### config.mk
export PLATFORM = sky130hd
export DESIGN_NAME = board_row_fetch_flat
export DESIGN_NICKNAME = d
export VERILOG_FILES = /design/src/rtl/board_row_fetch_if.sv /design/src/rtl/board_row_fetch.sv /design/src/flat_wrapper.sv
export SDC_FILE = /design/constraint.sdc
export NUM_CORES = 1
export LEC_CHECK = 0
export ABC_AREA = 1
export CORE_UTILIZATION = 30
export DETAILED_ROUTE_END_ITERATION = 12
export GPL_TIMING_DRIVEN = 0
export PLACE_DENSITY = 0.54
export SLEW_MARGIN = 20
export SYNTH_ARGS = -nofsm -noshare
export SYNTH_HDL_FRONTEND = slang
export SYNTH_SLANG_ARGS = --single-unit
### constraint.sdc
create_clock -name Clk -period 5.9 [get_ports Clk]
set_input_delay 1.18 -clock Clk [delete_from_list [all_inputs] [get_ports Clk]]
set_output_delay 1.18 -clock Clk [all_outputs]
set_load 0.02 [all_outputs]
### src/rtl/board_row_fetch_if.sv
// Board row fetch bundle: mapper request, board RAM read port, committed row.
// Piece overlay signals exist only when PIECE_OVERLAY_EN is defined.
interface board_row_fetch_if #(
    parameter int unsigned BOARD_W = 10,
    parameter int unsigned CELL_W  = 16,
    parameter int unsigned ADDR_W  = 8
);
    logic              i_ld_row;
    logic [7:0]        i_row_num;
    logic [ADDR_W-1:0] o_ram_addr;
    logic              o_ram_rd_en;
    logic [CELL_W-1:0] i_ram_rdata;
    logic [CELL_W-1:0] o_row [BOARD_W];
    logic              o_row_ready;
    logic              o_busy;
`ifdef PIECE_OVERLAY_EN
    logic              i_piece_valid;
    logic [3:0]        i_piece_x [4];
    logic [4:0]        i_piece_y [4];
    logic [CELL_W-1:0] i_piece_color;
`endif

    // Mapper/RAM side
    modport master (
`ifdef PIECE_OVERLAY_EN
        output i_piece_valid, i_piece_x, i_piece_y, i_piece_color,
`endif
        output i_ld_row, i_row_num, i_ram_rdata,
        input  o_ram_addr, o_ram_rd_en, o_row, o_row_ready, o_busy
    );

    // Fetch engine side
    modport slave (
`ifdef PIECE_OVERLAY_EN
        input  i_piece_valid, i_piece_x, i_piece_y, i_piece_color,
`endif
        input  i_ld_row, i_row_num, i_ram_rdata,
        output o_ram_addr, o_ram_rd_en, o_row, o_row_ready, o_busy
    );
endinterface

### src/rtl/board_row_fetch.sv
// Fetches one board row from cell RAM into a shadow buffer and commits it atomically.
// Optional PIECE_OVERLAY_EN replaces captured cells covered by the falling piece.
module board_row_fetch #(
    parameter int unsigned BOARD_W = 10,
    parameter int unsigned BOARD_H = 20,
    parameter int unsigned CELL_W  = 16,
    parameter int unsigned ADDR_W  = 8
) (
    input logic               Clk,
    input logic               reset,
    board_row_fetch_if.slave  bus
);
    localparam int unsigned ROW_W = 8;
    localparam int unsigned COL_W = (BOARD_W > 1) ? $clog2(BOARD_W) : 1;
    localparam logic [COL_W-1:0] LAST_COL = COL_W'(BOARD_W - 1);

    if (BOARD_W * BOARD_H > (1 << ADDR_W)) begin : g_addr_chk
        $error("board_row_fetch: BOARD_W*BOARD_H exceeds the RAM address space");
    end

    typedef enum logic [1:0] {S_IDLE, S_ISSUE, S_DRAIN, S_COMMIT} state_t;

    state_t            r_state, w_state_nxt;
    logic [COL_W-1:0]  r_col, w_col_nxt, w_cap_idx;
    logic              r_prev_ld;
    logic [ROW_W-1:0]  r_row_q, w_row_sel;
    logic [CELL_W-1:0] r_shadow [BOARD_W];
    logic [CELL_W-1:0] r_row    [BOARD_W];
    logic              r_row_ready, r_ram_rd_en, r_busy;
    logic [ADDR_W-1:0] r_ram_addr, w_ram_addr_nxt;
    logic              w_start, w_blank, w_cap, w_commit, w_rd_en_nxt;
    logic [CELL_W-1:0] w_cell;

    assign w_start   = bus.i_ld_row & ~r_prev_ld;
    assign w_row_sel = w_start ? bus.i_row_num : r_row_q;
    assign w_blank   = (w_row_sel >= ROW_W'(BOARD_H));

    always_ff @(posedge Clk) begin
        if (!reset) begin
            r_state <= S_IDLE;
            r_col   <= '0;
        end else begin
            r_state <= w_state_nxt;
            r_col   <= w_col_nxt;
        end
    end

    // Any new request edge restarts the sequence, even mid-fetch
    always_comb begin
        w_state_nxt = r_state;
        w_col_nxt   = r_col;
        if (w_start) begin
            w_col_nxt   = '0;
            w_state_nxt = w_blank ? S_COMMIT : S_ISSUE;
        end else begin
            case (r_state)
                S_ISSUE: begin
                    if (r_col == LAST_COL) w_state_nxt = S_DRAIN;
                    else                   w_col_nxt   = r_col + COL_W'(1);
                end
                S_DRAIN:  w_state_nxt = S_COMMIT;
                S_COMMIT: w_state_nxt = S_IDLE;
                default:  ;
            endcase
        end
    end

    // Next values of the registered outputs, aligned to the state they belong to
    always_comb begin
        w_rd_en_nxt    = (w_state_nxt == S_ISSUE);
        w_ram_addr_nxt = r_ram_addr;
        if (w_rd_en_nxt)
            w_ram_addr_nxt = ADDR_W'(w_row_sel) * ADDR_W'(BOARD_W) + ADDR_W'(w_col_nxt);
        w_commit  = (w_state_nxt == S_COMMIT);
        w_cap     = ((r_state == S_ISSUE) && (r_col != '0)) || (r_state == S_DRAIN);
        w_cap_idx = (r_state == S_DRAIN) ? LAST_COL : (r_col - COL_W'(1));
    end

`ifdef PIECE_OVERLAY_EN
    logic w_hit;
    always_comb begin
        w_hit = 1'b0;
        for (int k = 0; k < 4; k++) begin
            if ((ROW_W'(bus.i_piece_y[k]) == r_row_q) &&
                (ROW_W'(bus.i_piece_x[k]) == ROW_W'(w_cap_idx)))
                w_hit = 1'b1;
        end
        w_cell = (bus.i_piece_valid && w_hit) ? bus.i_piece_color : bus.i_ram_rdata;
    end
`else
    assign w_cell = bus.i_ram_rdata;
`endif

    // A commit from DRAIN folds in the last cell directly; a commit straight from a request is a blank row
    always_ff @(posedge Clk) begin
        if (!reset) begin
            r_prev_ld   <= 1'b0;
            r_row_q     <= '0;
            r_ram_rd_en <= 1'b0;
            r_ram_addr  <= '0;
            r_busy      <= 1'b0;
            r_row_ready <= 1'b0;
            for (int c = 0; c < BOARD_W; c++) begin
                r_shadow[c] <= '0;
                r_row[c]    <= '0;
            end
        end else begin
            r_prev_ld   <= bus.i_ld_row;
            if (w_start) r_row_q <= bus.i_row_num;
            r_ram_rd_en <= w_rd_en_nxt;
            r_ram_addr  <= w_ram_addr_nxt;
            r_busy      <= (w_state_nxt != S_IDLE);
            r_row_ready <= w_commit;
            for (int c = 0; c < BOARD_W; c++) begin
                if (w_cap && (w_cap_idx == COL_W'(c))) r_shadow[c] <= w_cell;
                if (w_commit) begin
                    if (w_start)               r_row[c] <= '0;
                    else if (c == BOARD_W - 1) r_row[c] <= w_cell;
                    else                       r_row[c] <= r_shadow[c];
                end
            end
        end
    end

    assign bus.o_ram_rd_en = r_ram_rd_en;
    assign bus.o_ram_addr  = r_ram_addr;
    assign bus.o_row_ready = r_row_ready;
    assign bus.o_busy      = r_busy;
    assign bus.o_row       = r_row;
endmodule
### src/flat_wrapper.sv
// flat-port wrapper written by rule: the top's interface ports become plain ports
module board_row_fetch_flat 
#(
    parameter int unsigned BOARD_W = 10,
    parameter int unsigned BOARD_H = 20,
    parameter int unsigned CELL_W  = 16,
    parameter int unsigned ADDR_W  = 8
)
  (Clk, reset, bus_i_ld_row, bus_i_row_num, bus_i_ram_rdata, bus_o_ram_addr, bus_o_ram_rd_en, bus_o_row, bus_o_row_ready, bus_o_busy);
  board_row_fetch_if #(.BOARD_W(BOARD_W), .CELL_W(CELL_W), .ADDR_W(ADDR_W)) bus_i ();
  input logic Clk;
  input logic reset;
  input wire logic [$bits(bus_i.i_ld_row)-1:0] bus_i_ld_row;
  input wire logic [$bits(bus_i.i_row_num)-1:0] bus_i_row_num;
  input wire logic [$bits(bus_i.i_ram_rdata)-1:0] bus_i_ram_rdata;
  output wire logic [$bits(bus_i.o_ram_addr)-1:0] bus_o_ram_addr;
  output wire logic [$bits(bus_i.o_ram_rd_en)-1:0] bus_o_ram_rd_en;
  output wire logic [$bits(bus_i.o_row)-1:0] bus_o_row;
  output wire logic [$bits(bus_i.o_row_ready)-1:0] bus_o_row_ready;
  output wire logic [$bits(bus_i.o_busy)-1:0] bus_o_busy;
  assign bus_i.i_ld_row = bus_i_ld_row;
  assign bus_i.i_row_num = bus_i_row_num;
  assign bus_i.i_ram_rdata = bus_i_ram_rdata;
  assign bus_o_ram_addr = bus_i.o_ram_addr;
  assign bus_o_ram_rd_en = bus_i.o_ram_rd_en;
  assign bus_o_row = {>>{bus_i.o_row}};
  assign bus_o_row_ready = bus_i.o_row_ready;
  assign bus_o_busy = bus_i.o_busy;
  board_row_fetch #(.BOARD_W(BOARD_W), .BOARD_H(BOARD_H), .CELL_W(CELL_W), .ADDR_W(ADDR_W)) u_core (.Clk(Clk), .reset(reset), .bus(bus_i));
endmodule
Word-level counts from Yosys, hierarchy flattened
Memory sizes are Yosys's and may differ from the RTL's.
Index checks and enable logic that the tools add are counted.

operators by class
  add/sub/neg operators = 3
  $mul = 1
  div/mod/pow operators = 0
  $lt $le $gt $ge = 1
  equal/unequal tests = 15
  shift operators = 0
  muxes and demuxes = 60
  bitwise logic cells = 12
  reductions and logical operators = 15

operators by type and width
  cell                                                  count
  two-way mux 16 bit                                    20
  two-way mux 1 bit                                     31
  equality test 4 x 3 -> 1 bit (second input constant)  4
  two-way mux 4 bit                                     4
  equality test 4 bit (second input constant)           3
  logical AND 1 bit                                     11
  OR 1 bit                                              10
  adder 8 x 4 -> 8 bit                                  1
  equality test 4 x 2 -> 1 bit (second input constant)  2
  >= comparator 8 x 5 -> 1 bit (second input constant)  1
  multiplier 8 x 3 -> 7 bit (second input constant)     1
  two-way mux 8 bit                                     1
  equality test 2 bit (second input constant)           3
  two-way mux 2 bit                                     3
  case mux 2 bit (3 select lines)                       1
  adder 4 x 1 -> 4 bit (second input constant)          1
  equality test 2 x 1 -> 1 bit (second input constant)  2
  equality test 4 x 1 -> 1 bit (second input constant)  1
  logical NOT 4 bit                                     1
  nonzero test 4 bit                                    1
  subtractor 4 x 1 -> 4 bit (second input constant)     1
  nonzero test 2 bit                                    1
  bitwise AND 1 bit                                     1
  logical OR 1 bit                                      1
  NOT 1 bit                                             1

word-level totals
  register bits = 186
  bits in latches = 0
  RAM bits = 160
  ROM bits = 0
  output and inout port bits = 171
  word-level logic and storage cells = 126
  memories = 1

memories
  memory           words  bits a word  read ports  clocked after Yosys merged registers in  write ports  RTL line               source
  u_core.r_shadow  10     16           9           0                                        10           board_row_fetch.sv:27  logic [CELL_W-1:0] r_shadow [BOARD_W];

Logic depth before layout (Yosys ltp)
Gate-level depths: netlist of the first run.

  word-level depth = 8
  depth in mapped cells = 20
  gate-level depth less buffers = 20

Worst setup path after synthesis of the first run
No wires, ideal clock.

  path type = input-to-reg
  from = in bus_i_ld_row
  to = reg u_core.r_ram_addr[7] (netlist: u_core.bus.o_ram_addr[7])
  setup time = 0.114 ns
  data arrival time = 3.452 ns
  data required time = 5.786 ns
  path slack = 2.334 ns
  stages on the path = 18
  path through = nand2_2 > buf_2 > clkbuf_1 > nand2_1 > o21ai_0 > ha_1 > ha_1 > fa_1 > nand2_1 > inv_1 > nor2_1 > nand3_1 > inv_1 > nand2_1 > nand2_1 > nand2_1 > a21oi_1 > nor2_1

between the ends
  cells in the longest elaborated chain, start to end = 6
  elaborated cells between the ends (all ways) = 9
  those cells by class = add/sub (1); mul (1); order compare (1); eq/ne (1); mux (4); bitwise (1)

ends and longest elaborated chain
  what                                                               RTL line                source
  start: declaration                                                 flat_wrapper.sv:13      input wire logic [$bits(bus_i.i_ld_row)-1:0] bus_i_ld_row;
  bitwise AND 1 bit *                                                board_row_fetch.sv:34   assign w_start = bus.i_ld_row & ~r_prev_ld;
  two-way mux 8 bit *                                                --
  named net u_core.w_row_sel[1]                                      board_row_fetch.sv:26   logic [ROW_W-1:0] r_row_q, w_row_sel;
  branches (longest 4 deep; another with multiplier 8 x 3 -> 7 bit)  --
  end signal: assignment                                             board_row_fetch.sv:111  r_ram_addr <= w_ram_addr_nxt;
  end: declaration                                                   board_row_fetch.sv:30   logic [ADDR_W-1:0] r_ram_addr, w_ram_addr_nxt;

Mark *: on every way through the listed nets, which the timed path passes.
A chain may end at the register's enable or synchronous reset.

Worst setup path after layout of the first run
Same ends and word-level chain as after synthesis.

==> reports/metrics.cfg, run 1 <==
[logic_synthesis]
syn-num-nets = 1425
synthArstFlopShare = 0
yosysSeqAreaShare = 0.6239
ys.flop_type = dfxtp_1
ys_seq_elements = 330
ys_warn_count = 0
syn-mean-instance-area_um2 = 9.327
yosysUniqueCellTypes = 42
syn_inst = 1383
syn-cell-area_um2 = 12900
synth_edf_count = 144

[routing]
drtIter0Drc = 627
viasPerCell = 4.618
drc = 0
routedWlPerCell_um = 17.35
wl_um = 38010
ant_nets = 0
dr.pass1.iters = 5
vias = 10120

[setup_path]
cp-end-kind = flip-flop
crit_fanout = 10
rr_startpoint = u_core.r_prev_ld
crit_path_start_kind = input pin
path_delay_family = buffers and inverters
max_stage_delay_ns = 0.53
crit_cells = 18
path_class = input pin to flip-flop
critical_path.slowest_cell = clkdlybuf4s50_1
crit_top_cell = nand2_1
cp_data_required_time_ns = 6.33
cp.arrival_ns = 4.69
path_buf_inv = 5
ff2ff_path_depth = 18
crit_path_start = bus_i_ld_row
reg2reg_slack_ns = 2.42
crit_chain = clkdlybuf4s50_1 > nand2_2 > buf_2 > clkbuf_1 > o21ai_0 > ha_1 > ha_1 > fa_1 > nand2_1 > inv_1 > nor2_1 > nand3_1 > inv_1 > nand2_1 > nand2_1 > nand2_1 > a21oi_1 > nor2_1

[placement]
place_area_um2 = 15550
globalplace.congestion = 0.8053
hpwlAfterDp_um = 26460
dp_slack_ns = 1.103
port_buffers = 197

[power]
p_seq_frac = 0.457
power_frac_clock = 0.409
p_int_w = 0.004109
comb_power_share = 0.134
p_switching_w = 0.001496
peakVddDrop_v = 0.0001945
p_leak_nw = 6.534
powerDensity_nw_per_um2 = 334.3
power.share.switching = 0.2668

[grt]
grt_pass1_wl_um = 58170
grt_max_degree = 17
busiest_layer = met2
grt_usage = 0.1740
antenna_found_initial = 0
grt_use_met1 = 0.2346
grt.met2_usage = 0.2760
overflow = 0
met3_usage = 0.04294
grt_pass1_vias = 9942

[clock_tree]
htree_levels = 2
cts_buffers = 39
cts.sinks = 330
path_clk_slew_ns = 0.06
cts_root_buf = clkbuf_16
post_cts_resized = 0
clock_path_buffers = 3
clkLatencyLatePin_ns = 0.55
cts_setup_buffers = 0
cts_tree = yes
hold_buffers = 0

[hold_path]
hp-start = u_core.r_shadow[0][38]
min_delay_path_depth = 2
hold_path_class = flip-flop to flip-flop

[floorplanning]
fp.dieH_um = 209.4
row_count = 75
die_w_um = 209.4
num_io_pins = 198
coreArea_um2 = 42130
start_util = 0.3062
dieArea_um2 = 43830

[finish]
fin_area_um2 = 16760
nets = 1663
antenna_cells = 0
fillers = 4216
area_growth_pct = 29.96
drive_gt1_frac = 0.06961

[timing]
tns_ns = 0
hold_viol = 0
worstMarginPinSlew_ns = 0.8921
post-route-period-util = 0.7219
skew_ns = 0.02438
setup_viol = 0
slew_violations = 0
worst_slack_ns = 1.641
period_needed_ns = 4.259
fmax_ghz = 0.2348
rsz0062_at_grt = no
slew_headroom = 0.4053

[run]
cap_viol_max_count = 0

[outcome]
outcome = complete, no violations

## placed cells by master (no fill, tap or decap), types with 14 or more instances in the layout
cell / n
o21ai_0: 34
edfxtp_1: 144
a21oi_1: 32
clkbuf_16: 40
nor2_1: 214
nand2_1: 310
o21ai_1: 88
buf_6: 14
buf_2: 17
dfxtp_1: 186
clkdlybuf4s50_1: 197
nand3_1: 145
inv_1: 71
clkinv_1: 24
clkbuf_1: 57
## final cells by class
type                            count  area, um2  area share
Timing Repair Buffer              197       1972      0.1176
Clock buffer                       54       1084     0.06463
Inverter                           93      349.1     0.02082
Sequential cell                   330       8048      0.4800
Tap cell                          539      674.4     0.04023
Buffer                             85      460.4     0.02746
Multi-Input combinational cell    875       4043      0.2411
Clock inverter                     18      135.1    0.008060
## logic make-up (layout without fill, tap and decap cells)
logic type | Yosys count | count (layout) | synth area share
and+or+nand+nor | 695 | 695 | 0.2298
DFF | 330 | 330 | 0.6239
buffers and inverters | 178 | 447 | 0.06275
AOI/OAI and AO/OA | 159 | 159 | 0.06324
adders and majority gates | 15 | 15 | 0.01571
xor gates and xnor gates | 6 | 6 | 0.004657
## power groups by stage
stage | clock (W) | combinational [W] | sequential, W
after floorplan | 0 | 0.000344 | 0.00269
after global placement | 0 | 0.000751 | 0.00261
after detailed placement | 0 | 0.000755 | 0.00261
after CTS | 0.00235 | 0.000759 | 0.00256
after global routing | 0.00243 | 0.000823 | 0.00257
final | 0.00229 | 0.000750 | 0.00256
## flip-flops by register name (all words and copies together) (netlist names)
name / cells
u_core.bus.o_busy: 1
u_core.bus.o_ram_addr: 8
u_core.bus.o_ram_rd_en: 1
u_core.bus.o_row: 160
u_core.bus.o_row_ready: 1
u_core.r_col: 4
u_core.r_prev_ld: 1
u_core.r_row_q: 8
u_core.r_shadow: 144
u_core.r_state: 2
## worst min-delay path, delay by kind of cell, from the launching register on
family             cells  cell delay (ns)
DFF                    1             0.32
AOI/OAI and AO/OA      1             0.06
and+or+nand+nor        1             0.07
## final timing paths
| check | end |
|---|---|
| setup / recovery | u_core.bus.o_ram_addr[7] |
| hold / removal | u_core.bus.o_row[118] |
| setup reg to reg | u_core.bus.o_ram_addr[7] |
| hold reg to reg | u_core.bus.o_row[118] |
## synth_stat cells (all sizes together) (2+ instances only)
cell,number,area [um2]
edfxtp,144,4324
dfxtp,186,3724
clkbuf,46,172.7
nor2,217,832.1
nor3,6,51.30
nor4,2,27.53
clkinv,16,60.06
inv,77,289.0
ha,13,162.7
xnor2,4,42.55
fa,2,40.04
buf,39,287.8
o21ai,123,619.3
nand2,312,1176
nand4,3,25.02
a21oi,33,168.9
nand3,152,825.8
xor2,2,17.52
## per-stage QoR
stage               cells    util  total power [W]  hold WS (ns)
finish               2191  0.3979         0.005605        0.4650
global route         2191  0.3979         0.005826        0.4915
detailed placement   2119  0.3690         0.003364        0.4648
global placement     2119  0.3690         0.003359        0.4614
floorplan            1383       -         0.003032        0.4495
CTS                  2191  0.3979         0.005669        0.4649
## routing by layer
layer / share of wire / routed length, um
met5: 0 / 0
met4: 0.021 / 810
met3: 0.070 / 2677
met2: 0.45 / 17110
met1: 0.46 / 17410
(Power assumes the default switching activity.)
==> inputs of run 2 (changes only) <==
- PLACE_DENSITY: 0.54 -> 0.55
- clock period: 5.9 -> 3.5 ns (I/O delays scaled with it)
==> run 2 against run 1 <==
Net effect:
- die area unchanged
- final cell count is essentially flat
- register-to-register slack got worse by 1.8 ns
- critical path depth shrank 1
- sequential share of layout area is 0.089 points lower
- design area grew 0.19%
- worst hold slack better by 0.0079 ns
- flip-flop and latch count unchanged
- global-route usage decreased by 0.12 points
- non-clock buffer count down 1
- largest power group unchanged
- highest routed layer is now met5
==> reports/metrics.cfg, run 2 (synthesis gave the netlist of run 1 again) <==
[setup_path]
cp_data_required_time_ns = 3.92  ; -2.41 ns
crit_chain = clkdlybuf4s50_1 > nand2_2 > clkbuf_4 > o21ai_1 > ha_1 > ha_1 > fa_1 > nand2_1 > inv_1 > nor2_1 > nand3_1 > inv_1 > nand2_1 > nand2_1 > nand2_1 > a21oi_1 > nor2_1
critical_path.slowest_cell = clkdlybuf4s50_1
ff2ff_path_depth = 18  ; unchanged
max_stage_delay_ns = 0.61  ; +0.08 ns
cp.arrival_ns = 3.65  ; -1.04 ns
cp-end-kind = flip-flop
crit_path_start_kind = input pin
crit_path_start = bus_i_ld_row
crit_fanout = 19  ; +9
rr_startpoint = u_core.r_prev_ld
crit_top_cell = nand2_1
path_class = input pin to flip-flop

[timing]
holdWs_ns = 0.4728  ; +0.007886 ns
period_needed_ns = 3.225
slew_violations = 0  ; unchanged
worst_slack_ns = 0.2751  ; -1.366 ns
rsz0062_at_grt = no
setup_viol = 0  ; unchanged
hold_viol = 0  ; unchanged
tns_ns = 0  ; unchanged
skew_ns = 0.01722  ; -0.007157 ns
fmax_ghz = 0.3101
worstMarginPinSlew_ns = 0.9100  ; +0.01789 ns
post-route-period-util = 0.9214
slew_headroom = 0.3934  ; -0.01193

[power]
peakVddDrop_v = 0.0003419  ; +76%
p_leak_nw = 6.560  ; +0.41%
powerDensity_nw_per_um2 = 568.7  ; +70%

[finish]
fillers = 4209  ; -0.17%
largest_reg_flops = 160  ; unchanged
multi_input_area_um2 = 4043  ; unchanged
antenna_cells = 0  ; unchanged
layout_commonest_cell = nand2_1
final_cells = 2189  ; -0.091%
mostFrequentLayoutCells = nand2_1, nor2_1, clkdlybuf4s50_1
drive_gt1_frac = 0.06970  ; +0.00008438
nets = 1662  ; -0.060%
regArea_um2 = 8048  ; unchanged
area_growth_pct = 30.20

[routing]
ant_nets = 0  ; unchanged
dr.pass1.iters = 5  ; unchanged
drtIter0Drc = 597  ; -4.8%
drc = 0  ; unchanged
vias = 10110  ; -0.069%
wl_um = 37920  ; -0.23%
routedWlPerCell_um = 17.32  ; -0.14%
viasPerCell = 4.619  ; about the same

[placement]
dp_slack_ns = -0.8384  ; -1.941 ns
port_buffers = 197  ; unchanged
globalplace.congestion = 0.8125  ; +0.89%
placedCellCount = 2119  ; unchanged
hpwlAfterDp_um = 26610  ; +0.55%

[floorplanning]
start_util = 0.3062  ; unchanged
fp.dieH_um = 209.4  ; unchanged
coreArea_um2 = 42130  ; unchanged
die_w_um = 209.4  ; unchanged
num_io_pins = 198  ; unchanged
dieArea_um2 = 43830  ; unchanged
row_count = 75  ; unchanged

[clock_tree]
cts_buffers = 39  ; unchanged
cts_root_buf = clkbuf_16
path_clk_slew_ns = 0.06  ; about the same
htree_levels = 2  ; unchanged
cts.sinks = 330  ; unchanged
clkLatencyLatePin_ns = 0.53  ; -0.02 ns
cts_tree = yes
clock_path_buffers = 3  ; unchanged
hold_buffers = 0  ; unchanged
cts_setup_buffers = 0  ; unchanged

[grt]
antenna_found_initial = 1  ; +1
grt_pass1_vias = 9871  ; -0.71%
grt_pass1_wl_um = 57500  ; -1.2%
grt_max_degree = 20  ; +3
grt_usage = 0.1728  ; -0.001233
overflow = 0  ; unchanged

[run]
cap_viol_max_count = 0  ; unchanged

[hold_path]
hold_path_class = flip-flop to flip-flop
min_delay_path_depth = 2  ; unchanged
hp-start = u_core.bus.o_row[13]

[outcome]
outcome = complete, no violations

## run 2: final timing paths
| path | slack [ns] | to |
|---|---|---|
| hold reg to reg | 0.47 | u_core.bus.o_row[13] |
| setup / recovery | 0.28 | u_core.bus.o_ram_addr[7] |
| setup reg to reg | 0.60 | u_core.bus.o_ram_addr[7] |
| hold / removal | 0.47 | u_core.bus.o_row[13] |
## run 2: where the power goes
| part | internal, W | switching (W) | leakage (nW) |
|---|---|---|---|
| registers | 0.00422 | 0.000101 | 3.00 |
| clock network | 0.00240 | 0.00157 | 0.606 |
| logic | 0.000462 | 0.000802 | 2.96 |
## run 2: layer usage
metal  wire (um)  vias up  track usage
met4         709        2      0.04615
li1            -     5007            -
met3        2503       47      0.03786
met2       17420      287       0.2817
met5          13        -            0
met1       17270     4767       0.2310
## run 2: through the flow
| stage | area, um2 | power (W) | util |
|---|---|---|---|
| 2_1_floorplan | 12900 | 0.005111 | - |
| 3_3_place_gp | 15550 | 0.005660 | 0.3690 |
| 3_5_place_dp | 15550 | 0.005675 | 0.3690 |
| 4_1_cts | 16790 | 0.009652 | 0.3985 |
| 5_1_grt | 16800 | 0.009934 | 0.3986 |
| 6_report | 16800 | 0.009553 | 0.3986 |
## run 2: worst max-delay path: cells and delay by family
kind            cells  cell delay, ns
compound gates      2            0.38
fa+ha+maj           3            0.89
buf+inv             4            1.00
simple gates        8            0.68
## run 2: final cells by class
cell class                      count  share of cell area
Inverter                           93             0.02078
Clock buffer                       60             0.06831
Buffer                             84             0.02741
Sequential cell                   330              0.4791
Multi-Input combinational cell    875              0.2407
Timing Repair Buffer              197              0.1174
Clock inverter                     11            0.006108
Tap cell                          539             0.04015
## run 2: timing repair
| action | in CTS | in global routing |
|---|---|---|
| hold endpoints to repair | 0 | 0 |
| endpoints found under the setup margin | 3 | 2 |
| resized for setup | 0 | 3 |
